## config.mk

```make
export PLATFORM = sky130hd
export DESIGN_NAME = tinyalu_requester
export DESIGN_NICKNAME = d
export VERILOG_FILES = /design/src/rtl/tinyalu_pkg.sv /design/src/rtl/tinyalu_requester_timer.sv /design/src/rtl/tinyalu_requester.sv
export SDC_FILE = /design/constraint.sdc
export NUM_CORES = 1
export LEC_CHECK = 0
export CORE_MARGIN = 3
export CORE_UTILIZATION = 35
export CTS_CLUSTER_DIAMETER = 40
export DETAILED_ROUTE_END_ITERATION = 10
export PLACE_DENSITY = 0.67
export SLEW_MARGIN = 10
export SYNTH_ARGS = -nofsm -noshare
export SYNTH_HDL_FRONTEND = slang
export SYNTH_SLANG_ARGS = --single-unit
```

## constraint.sdc

```tcl
create_clock -name clk -period 5.3 [get_ports clk]
set_clock_uncertainty 0.1 [all_clocks]
set_input_delay 1.06 -clock clk [delete_from_list [all_inputs] [get_ports clk]]
set_output_delay 1.06 -clock clk [all_outputs]
set_load 0.005 [all_outputs]
```

## src/rtl/tinyalu_pkg.sv

```systemverilog
// Shared types for the tinyalu requester: opcodes, FSM states and opcode legality.
package tinyalu_pkg;

    typedef enum logic [2:0] {
        OP_NOP = 3'b000,
        OP_ADD = 3'b001,
        OP_AND = 3'b010,
        OP_XOR = 3'b011,
        OP_MUL = 3'b100
    } operation_t;

    typedef enum logic [1:0] {
        IDLE  = 2'd0,
        ISSUE = 2'd1,
        RESP  = 2'd2
    } requester_state_t;

    // Encodings above MUL have no ALU operation behind them.
    function automatic logic is_legal_op(input logic [2:0] op);
        return (op <= 3'b100);
    endfunction

endpackage

```

## src/rtl/tinyalu_requester_timer.sv

```systemverilog
// ISSUE-state watchdog: clear/enable up-counter flagging the last allowed cycle.
module req_timer #(
    parameter int TIMEOUT_CYCLES = 16
) (
    input  logic clk,
    input  logic rst,
    input  logic clr_i,
    input  logic en_i,
    output logic expired_o
);

    localparam int W = $clog2(TIMEOUT_CYCLES);

    logic [W-1:0] count_q;
    logic [W-1:0] count_d;

    always_comb begin
        count_d = count_q;
        if (clr_i) begin
            count_d = '0;
        end else if (en_i) begin
            count_d = count_q + W'(1);
        end
    end

    always_ff @(posedge clk or posedge rst) begin
        if (rst) begin
            count_q <= '0;
        end else begin
            count_q <= count_d;
        end
    end

    assign expired_o = (count_q == W'(TIMEOUT_CYCLES - 1));

endmodule

```

## src/rtl/tinyalu_requester.sv

```systemverilog
// Initiator for the tinyalu start/done handshake: command in, ALU drive, response out,
// with a done-timeout and local handling of NOP and illegal opcodes.
module tinyalu_requester
    import tinyalu_pkg::*;
#(
    parameter int TIMEOUT_CYCLES = 16
) (
    input  logic        clk,
    input  logic        reset,
    input  logic        cmd_valid,
    output logic        cmd_ready,
    input  logic [7:0]  cmd_a,
    input  logic [7:0]  cmd_b,
    input  logic [2:0]  cmd_op,
    output logic [7:0]  alu_a,
    output logic [7:0]  alu_b,
    output logic [2:0]  alu_op,
    output logic        alu_start,
    input  logic        alu_done,
    input  logic [15:0] alu_result,
    output logic        rsp_valid,
    input  logic        rsp_ready,
    output logic [15:0] rsp_result,
    output logic [2:0]  rsp_op,
    output logic        rsp_err,
    output logic        rsp_timeout
);

    requester_state_t state_q;
    logic [7:0]  alu_a_q, alu_b_q;
    logic [2:0]  alu_op_q, rsp_op_q;
    logic        alu_start_q, rsp_valid_q, rsp_err_q, rsp_timeout_q;
    logic [15:0] rsp_result_q;
    logic        accept;
    logic        timer_expired;

    // Holding off while done is high keeps a stale completion from aliasing onto a new start.
    assign cmd_ready = (state_q == IDLE) && !alu_done;
    assign accept    = cmd_valid && cmd_ready;

    req_timer #(.TIMEOUT_CYCLES(TIMEOUT_CYCLES)) u_timer (
        .clk       (clk),
        .rst       (reset),
        .clr_i     (accept),
        .en_i      ((state_q == ISSUE) && !alu_done),
        .expired_o (timer_expired)
    );

    always_ff @(posedge clk or posedge reset) begin
        if (reset) begin
            state_q       <= IDLE;
            alu_a_q       <= '0;
            alu_b_q       <= '0;
            alu_op_q      <= '0;
            alu_start_q   <= 1'b0;
            rsp_valid_q   <= 1'b0;
            rsp_result_q  <= '0;
            rsp_op_q      <= '0;
            rsp_err_q     <= 1'b0;
            rsp_timeout_q <= 1'b0;
        end else begin
            case (state_q)
                IDLE: begin
                    if (accept) begin
                        rsp_op_q      <= cmd_op;
                        rsp_result_q  <= '0;
                        rsp_err_q     <= 1'b0;
                        rsp_timeout_q <= 1'b0;
                        if (cmd_op == OP_NOP) begin
                            rsp_valid_q <= 1'b1;
                            state_q     <= RESP;
                        end else if (!is_legal_op(cmd_op)) begin
                            rsp_err_q   <= 1'b1;
                            rsp_valid_q <= 1'b1;
                            state_q     <= RESP;
                        end else begin
                            alu_a_q     <= cmd_a;
                            alu_b_q     <= cmd_b;
                            alu_op_q    <= cmd_op;
                            alu_start_q <= 1'b1;
                            state_q     <= ISSUE;
                        end
                    end
                end
                ISSUE: begin
                    if (alu_done) begin
                        alu_start_q   <= 1'b0;
                        rsp_result_q  <= alu_result;
                        rsp_timeout_q <= 1'b0;
                        rsp_valid_q   <= 1'b1;
                        state_q       <= RESP;
                    end else if (timer_expired) begin
                        alu_start_q   <= 1'b0;
                        rsp_result_q  <= '0;
                        rsp_timeout_q <= 1'b1;
                        rsp_valid_q   <= 1'b1;
                        state_q       <= RESP;
                    end
                end
                RESP: begin
                    if (rsp_ready) begin
                        rsp_valid_q <= 1'b0;
                        state_q     <= IDLE;
                    end
                end
                default: state_q <= IDLE;
            endcase
        end
    end

    assign alu_a       = alu_a_q;
    assign alu_b       = alu_b_q;
    assign alu_op      = alu_op_q;
    assign alu_start   = alu_start_q;
    assign rsp_valid   = rsp_valid_q;
    assign rsp_result  = rsp_result_q;
    assign rsp_op      = rsp_op_q;
    assign rsp_err     = rsp_err_q;
    assign rsp_timeout = rsp_timeout_q;

endmodule

```

Yosys cells after proc, flatten, opt, wreduce, memory -nomap -nowiden
Index checks and enable logic that the tools add are counted.
{"block": "classes", "add_sub_neg": 1, "magnitude_cmp": 1, "n_eq_ne": 9, "mux": 31, "n_bitwise": 1, "n_reduce_logical": 15}
{"operator": "2-to-1 mux 16 bit", "n": 3}
{"operator": "one-hot mux 16 bit (2 select lines)", "n": 1}
{"operator": "2-to-1 mux 1 bit", "n": 15}
{"operator": "2-to-1 mux 2 bit", "n": 6}
{"operator": "AND reduction 5 bit", "n": 2}
{"operator": "2-to-1 mux 4 bit", "n": 2}
{"operator": "inequality test 2 bit, second input constant", "n": 3}
{"operator": "inequality test 3 bit, second input constant", "n": 2}
{"operator": "one-hot mux 2 bit (3 select lines)", "n": 1}
{"operator": "AND reduction 3 bit", "n": 2}
{"operator": "adder 4 x 1 -> 4 bit, second input constant", "n": 1}
{"operator": "== test 4 bit, second input constant", "n": 1}
{"operator": "one-hot mux 1 bit (2 select lines)", "n": 2}
{"operator": "AND reduction 4 bit", "n": 1}
{"operator": "nonzero test 2 bit", "n": 2}
{"operator": "less-or-equal comparator 3 bit, second input constant", "n": 1}
{"operator": "logical AND 1 bit", "n": 3}
{"operator": "logical NOT 3 bit", "n": 1}
{"operator": "one-hot mux 1 bit (3 select lines)", "n": 1}
{"operator": "nonzero test 3 bit", "n": 1}
{"operator": "== test 2 x 1 -> 1 bit, second input constant", "n": 1}
{"operator": "== test 2 bit, second input constant", "n": 1}
{"operator": "logical NOT 2 bit", "n": 1}
{"operator": "inequality test 2 x 1 -> 1 bit, second input constant", "n": 1}
{"operator": "other kinds (3)", "n": 3}
{"block": "word_totals", "reg_bits": 48, "out_inout_bits": 43, "wordCells": 69}

Longest topological paths before layout
Gate-level depths: netlist of the first run.
{"block": "depth", "ltp_word": 5, "depth_mapped": 7, "mapped_depth_nobuf": 6}

Modules after synthesis
A second synthesis of the first run with hierarchy kept.
{"block": "unflattened", "cells_unflattened": 140, "hier_area_um2": 2090.8}
{"mod": "tinyalu_requester", "n_inst": 1, "cells_each": 122, "area_each_um2": 1888.1, "seq_area_each_um2": 1101.1}
{"mod": "req_timer", "n_inst": 1, "cells_each": 18, "area_each_um2": 202.7, "seq_area_each_um2": 100.1}

Worst setup path after synthesis of the first run
OpenSTA, ideal clock, no wires.
{"block": "synth_timing", "path_kind": "in2reg", "start": "input cmd_op[1]", "end": "register alu_a_q[7] (netlist: alu_a[7])", "t_arrival_ps": 2477, "t_required_ps": 5075, "path_slack_ps": 2598, "stages": 6, "n_path_buf": 1, "cell_sequence": "or2_2 -> ha_1 -> or2_2 -> nand2b_2 -> buf_6 -> mux2_4"}
{"block": "synth_between", "elab_chain_cells": 3}
{"item": "start, declared", "line_no": "tinyalu_requester.sv:14", "text": "input logic [2:0] cmd_op,"}
{"item": "branches (longest 2 deep; another with less-or-equal comparator 3 bit)"}
{"item": "AND reduction 4 bit (no source line) (*)"}
{"item": "end signal, assigned", "line_no": "tinyalu_requester.sv:77", "text": "alu_a_q <= cmd_a;"}
{"item": "end, declared", "line_no": "tinyalu_requester.sv:30", "text": "logic [7:0] alu_a_q, alu_b_q;"}
Every way passes the cells marked *.
A chain may end at the register's enable or synchronous reset.

Worst setup path in the final report of the first run
{"block": "layout_timing", "start": "input alu_done", "end": "output cmd_ready"}
{"block": "layout_between", "elab_chain_cells": 2}
{"item": "start, declared", "line_no": "tinyalu_requester.sv:19", "text": "input logic alu_done,"}
{"item": "logical NOT 1 bit", "line_no": "tinyalu_requester.sv:38", "text": "assign cmd_ready = (state_q == IDLE) && !alu_done;"}
{"item": "logical AND 1 bit", "line_no": "tinyalu_requester.sv:38"}
{"item": "end, declared", "line_no": "tinyalu_requester.sv:11", "text": "output logic cmd_ready,"}
Every way passes these cells.

==> results.json, run 1 <==
{
  "vias_per_cell": 4.79,
  "antenna_found_initial": 0,
  "drcViolationCount": 0,
  "ys_top_cells_by_area": "dfrtp_1 (58%), mux2_4 (14%), a22o_1 (6.8%)",
  "power_leakage_uw": 0.00136,
  "crit_family": "buffers and inverters",
  "yosys.area_share.simple_pct": 6.82,
  "gp_congestion": 0.716,
  "path_class": "primary input to primary output",
  "drtIter0Drc": 62,
  "path_cells": "clkdlybuf4s50_1 -> nor3_1 -> clkdlybuf4s50_1",
  "crit_top_cell": "clkdlybuf4s50_1",
  "ys.warnings.count": 0,
  "cp_max_fo": 8,
  "synth_area_um2": 2050,
  "portBuffers": 82,
  "cts_buffers": 5,
  "drive_above_1_share_pct": 16.5,
  "cp-start-kind": "primary input",
  "synthMostInstantiatedCell": "dfrtp_1",
  "worst-path-buf-inv": 2,
  "fin_crit_ns": 3.52,
  "arrival_ns": 2.36,
  "dr.pass1.iters": 4,
  "vias": 1418,
  "worst_pin_slew_ns": 1.04,
  "grt_usage_pct": 14.2,
  "power.switching_uw": 337,
  "cts_root_buf": "clkbuf_8",
  "p_int_uw": 941,
  "syn_area_per_cell_um2": 14.4,
  "fp.coreArea_um2": 5610,
  "synthFlopType": "dfrtp_1",
  "io_pins": 83,
  "die_x_um": 82.6,
  "seqCellArea_um2": 1200,
  "synthCells": 143,
  "max-slew-margin-rel_pct": 30.9,
  "clk-insertion-delay-late_ns": 0.29,
  "synth_common_cells": "dfrtp_1 (48), mux2_4 (19), a22o_1 (16)",
  "ys_seq_area_share_pct": 58.5,
  "rows": 27,
  "wl_um": 4420,
  "htreeDepth": 2,
  "cts.path.max_buffers": 2,
  "fin_hold_ws_ns": 0.404,
  "wire_per_inst_um": 14.9,
  "comb_power_share_pct": 38.9,
  "cts_hold_buf": 0,
  "min_path_type": "flop to flop",
  "gr-total-overflow": 0,
  "synthDistinctLibCells": 33,
  "syn-num-nets": 187,
  "hold_viol_final": 0,
  "powerDensity_nw_per_um2": 428,
  "fin_crit_sh_pct": 66.4,
  "hpwl_um": 3160,
  "grt_pass1_vias": 1546,
  "setup_viol": 0,
  "postRouteAntennaNets": 0,
  "p_clk_share_pct": 16.1,
  "cp-end-kind": "primary output",
  "p_sw_share_pct": 26.4,
  "synth_seq_cells": 48,
  "grt_pass1_wl_um": 7410,
  "synth_top_family_by_area": "multiplexers",
  "clock_sinks": 48,
  "fillers": 518,
  "slowest_stage": "clkdlybuf4s50_1",
  "slowest_delay_ns": 0.55,
  "areaGrowthSynthToFinish_pct": 45.5,
  "clkTransAtPathRegs_ns": 0.08,
  "synth_compound_area_share_pct": 11.6,
  "async_flop_share_pct": 100,
  "dieArea_um2": 6830,
  "critPathRequiredTime_ns": 4.14,
  "multi_input_area_um2": 769,
  "cts_tree": "yes",
  "tns_ns": 0,
  "num-nets-final": 268,
  "seq_power_share_pct": 45.0,
  "ir_worst_vdd_uv": 181,
  "grt_start_max_net_pins": 49,
  "yosys.area_share.adder_pct": 2.44,
  "drv_slew": 0,
  "synth.mux.area_fraction_pct": 16.6,
  "status": "finished, final reports clean",
  "synth_edf_count": 0,
  "cts_resized": 0,
  "fmax_mhz": 284,
  "drv_cap": 0,
  "start_util_pct": 36.6,
  "synth_top_area_share_pct": 58.5,
  "yosysTopAreaCell": "dfrtp_1",
  "die_h_um": 82.6,
  "synth_xor_area_share_pct": 0,
  "postCtsSetupRepairBufs": 0,
  "rsz0062_at_grt": "no",
  "insertedDiodeCount": 0
}
-- layout by cell type, fill, tap and decap left out, drive strengths merged --
| cell type | n |
|---|---|
| a211oi | 2 |
| a21boi | 1 |
| a21oi | 3 |
| a22o | 16 |
| and3 | 1 |
| and3b | 1 |
| clkbuf | 6 |
| clkdlybuf4s50 | 82 |
| clkinv | 1 |
| dfrtp | 48 |
| ha | 4 |
| inv | 8 |
| mux2 | 23 |
| mux2i | 1 |
| nand2 | 2 |
| nand2b | 1 |
| nand3 | 1 |
| nor2 | 2 |
| nor2b | 2 |
| nor3 | 3 |
| nor4b | 2 |
| o21ai | 5 |
| o21bai | 1 |
| o22ai | 1 |
| o311ai | 1 |
| o32ai | 1 |
| or2 | 2 |
| or3 | 1 |
| or3b | 2 |
-- metal layers --
| metal | vias to the layer above | part of all wire [%] | track usage (%) |
|---|---|---|---|
| li1 | 673 | - | - |
| met1 | 681 | 45 | 17.3 |
| met2 | 60 | 45 | 23.7 |
| met3 | 4 | 9.2 | 5.64 |
| met4 | 0 | 0.61 | 3.43 |
| met5 | - | 0 | 0 |
-- cell families after synthesis --
logic type,after synthesis
buf+inv,16
fa+ha+maj,4
flops,48
simple gates,20
compound gates,31
mux,24
-- sequential cells by signal, summed over array words and instances, names as in the netlist --
register / count
rsp_result: 16
alu_a: 8
alu_b: 8
u_timer.count_q: 4
alu_op: 3
rsp_op: 3
state_q: 2
alu_start: 1
rsp_err: 1
rsp_timeout: 1
rsp_valid: 1
-- power by group through the flow --
stage	clock network (µW)	logic, µW	registers [µW]
global route	225	540	593
finish	205	497	576
floorplan	0	208	575
detailed placement	0	507	578
global placement	0	497	582
CTS	211	507	576
-- worst paths after layout --
check / slack, ns / cells past startpoint / end / start
hold / removal: 0.40 / 1 / rsp_result[0] / rsp_result[0]
min in group asynchronous: 1.19 / 2 / rsp_result[13] / reset
hold reg to reg: 0.40 / 1 / rsp_result[0] / rsp_result[0]
max in group asynchronous: 3.29 / 2 / u_timer.count_q[3] / reset
setup / recovery: 1.78 / 3 / cmd_ready / alu_done
setup reg to reg: 2.91 / 3 / rsp_result[10] / state_q[1]
-- layout make-up --
cell class	count	area share (%)
Clock buffer	6	2.43
Clock inverter	1	0.167
Inverter	8	1.00
Multi-Input combinational cell	79	25.7
Sequential cell	48	40.2
Tap cell	72	3.01
Timing Repair Buffer	82	27.5
-- per-stage QoR --
| stage | utilization [%] | setup WS (ns) | total power [µW] | instance area [µm²] | std cells |
|---|---|---|---|---|---|
| 2_1_floorplan | - | 2.60 | 782 | 2050 | 143 |
| 3_3_place_gp | 51.9 | 1.78 | 1080 | 2910 | 289 |
| 3_5_place_dp | 51.9 | 1.75 | 1080 | 2910 | 289 |
| 4_1_cts | 53.3 | 1.78 | 1290 | 2990 | 296 |
| 5_1_grt | 53.3 | 1.70 | 1360 | 2990 | 296 |
| 6_report | 53.3 | 1.78 | 1280 | 2990 | 296 |
-- worst reg2reg max path, cell delays in order (launching register included) --
cell,delay (ns)
dfrtp_1,0.55
and3b_1,0.47
a211oi_2,0.96
a22o_1,0.25
Note: power is estimated with default switching activity, not from simulation.
==> inputs of run 2 (changes only) <==
PLACE_DENSITY = 0.7   (was 0.67)
clock period = 3 ns   (was 5.3 ns; I/O delays follow)
==> results.json, run 2 (synthesis results as in run 1) <==
{
  "wire_per_inst_um": 15.0,
  "grt_pass1_vias": 1451,
  "insertedDiodeCount": 0,
  "path_class": "primary input to primary output",
  "rows": 27,
  "clk-insertion-delay-late_ns": 0.30,
  "drv_slew": 0,
  "cts.path.max_buffers": 2,
  "antenna_found_initial": 0,
  "io_pins": 83,
  "drtIter0Drc": 30,
  "cp_max_fo": 8,
  "gp_congestion": 0.727,
  "grt_pass1_wl_um": 7290,
  "final_cells": 301,
  "portBuffers": 82,
  "setup_viol": 0,
  "final_cell_mix": "clkdlybuf4s50_1 (82), dfrtp_1 (48), mux2_4 (19)",
  "hpwl_um": 3330,
  "cp-start-kind": "primary input",
  "layout.cells.most_common": "clkdlybuf4s50_1",
  "postCtsSetupRepairBufs": 0,
  "drcViolationCount": 0,
  "fillers": 512,
  "grt_start_max_net_pins": 28,
  "fin_crit_sh_pct": 87.4,
  "num-nets-final": 272,
  "postRouteAntennaNets": 0,
  "die_x_um": 82.6,
  "start_util_pct": 36.6,
  "power_leakage_uw": 0.00139,
  "wl_um": 4520,
  "fin_crit_ns": 2.62,
  "arrival_ns": 1.92,
  "hold_viol_final": 0,
  "htreeDepth": 2,
  "clock_sinks": 48,
  "placedCellCount": 293,
  "dieArea_um2": 6830,
  "die_h_um": 82.6,
  "rsz0062_at_grt": "no",
  "cts_root_buf": "clkbuf_8",
  "ir_worst_vdd_uv": 401,
  "cts_hold_buf": 0,
  "min_path_type": "flop to flop",
  "dr.pass1.iters": 4,
  "drive_above_1_share_pct": 18.8,
  "vias_per_cell": 4.75,
  "max-slew-margin-rel_pct": 33.3,
  "cp-end-kind": "primary output",
  "cts_buffers": 5,
  "fp.coreArea_um2": 5610,
  "gr-total-overflow": 0,
  "powerDensity_nw_per_um2": 759,
  "critPathRequiredTime_ns": 2.30,
  "clkTransAtPathRegs_ns": 0.08,
  "cts_tree": "yes",
  "drv_cap": 0,
  "fmax_mhz": 381,
  "worst_pin_slew_ns": 0.998,
  "status": "finished, final reports clean",
  "grt_usage_pct": 14.3,
  "cts_resized": 0,
  "total_power_uw": 2310,
  "areaGrowthSynthToFinish_pct": 48.5,
  "tns_ns": 0,
  "vias": 1430,
  "largest_register_ffs": 16
}
## run 2: changes by cell type in the layout (fill, tap and decap cells not counted)
cell,before,now
clkbuf_1,1,0
inv_6,0,1
buf_4,0,3
clkbuf_8,5,6
buf_12,0,1
## run 2: stage by stage
stage               setup slack, ns  area (µm²)  util (%)  hold WS [ns]
CTS                           0.340        3050      54.4         0.408
global route                  0.308        3050      54.4         0.418
finish                        0.377        3050      54.4         0.402
detailed placement            0.231        2950      52.7         0.380
global placement              0.219        2950      52.7         0.382
floorplan                     0.758        2050         -         0.378
## run 2: power by group
group / internal (µW) / switching, µW / leakage [µW]
Combinational: 641 / 250 / 0.000736
Clock: 189 / 219 / 0.0000516
Sequential: 869 / 146 / 0.000606
## run 2: metal layers
metal  vias to the layer above  GRT usage (%)  wire length [µm]  share of wire, %
met5                         -              0                 0                 0
met4                         0           4.90                69               1.5
met3                         6           4.66               336               7.4
met2                        43           23.2              2170                48
met1                       697           18.0              1940                43
li1                        684              -                 -                 -
## run 2: area by class of cell
| type | count | area, µm² | area share, % |
|---|---|---|---|
| Clock buffer | 6 | 82.6 | 2.71 |
| Multi-Input combinational cell | 79 | 769 | 25.2 |
| Timing Repair Buffer | 86 | 863 | 28.3 |
| Tap cell | 72 | 90.1 | 2.95 |
| Clock inverter | 2 | 13.8 | 0.451 |
| Sequential cell | 48 | 1200 | 39.4 |
| Inverter | 8 | 30.0 | 0.984 |
## run 2: final timing paths
kind | start | end | slack [ns] | cells past startpoint
max reg2reg | u_timer.count_q[0] | rsp_result[0] | 0.84 | 4
min reg2reg | rsp_result[1] | rsp_result[1] | 0.40 | 1
max | alu_done | cmd_ready | 0.38 | 3
min | rsp_result[1] | rsp_result[1] | 0.40 | 1
max in group asynchronous | reset | rsp_op[2] | 1.59 | 3
min in group asynchronous | reset | alu_a[4] | 0.50 | 2
## run 2: critical path: stages
cell	delay (ns)
clkdlybuf4s50_1	0.55
nor3_1	0.24
clkdlybuf4s50_1	0.53
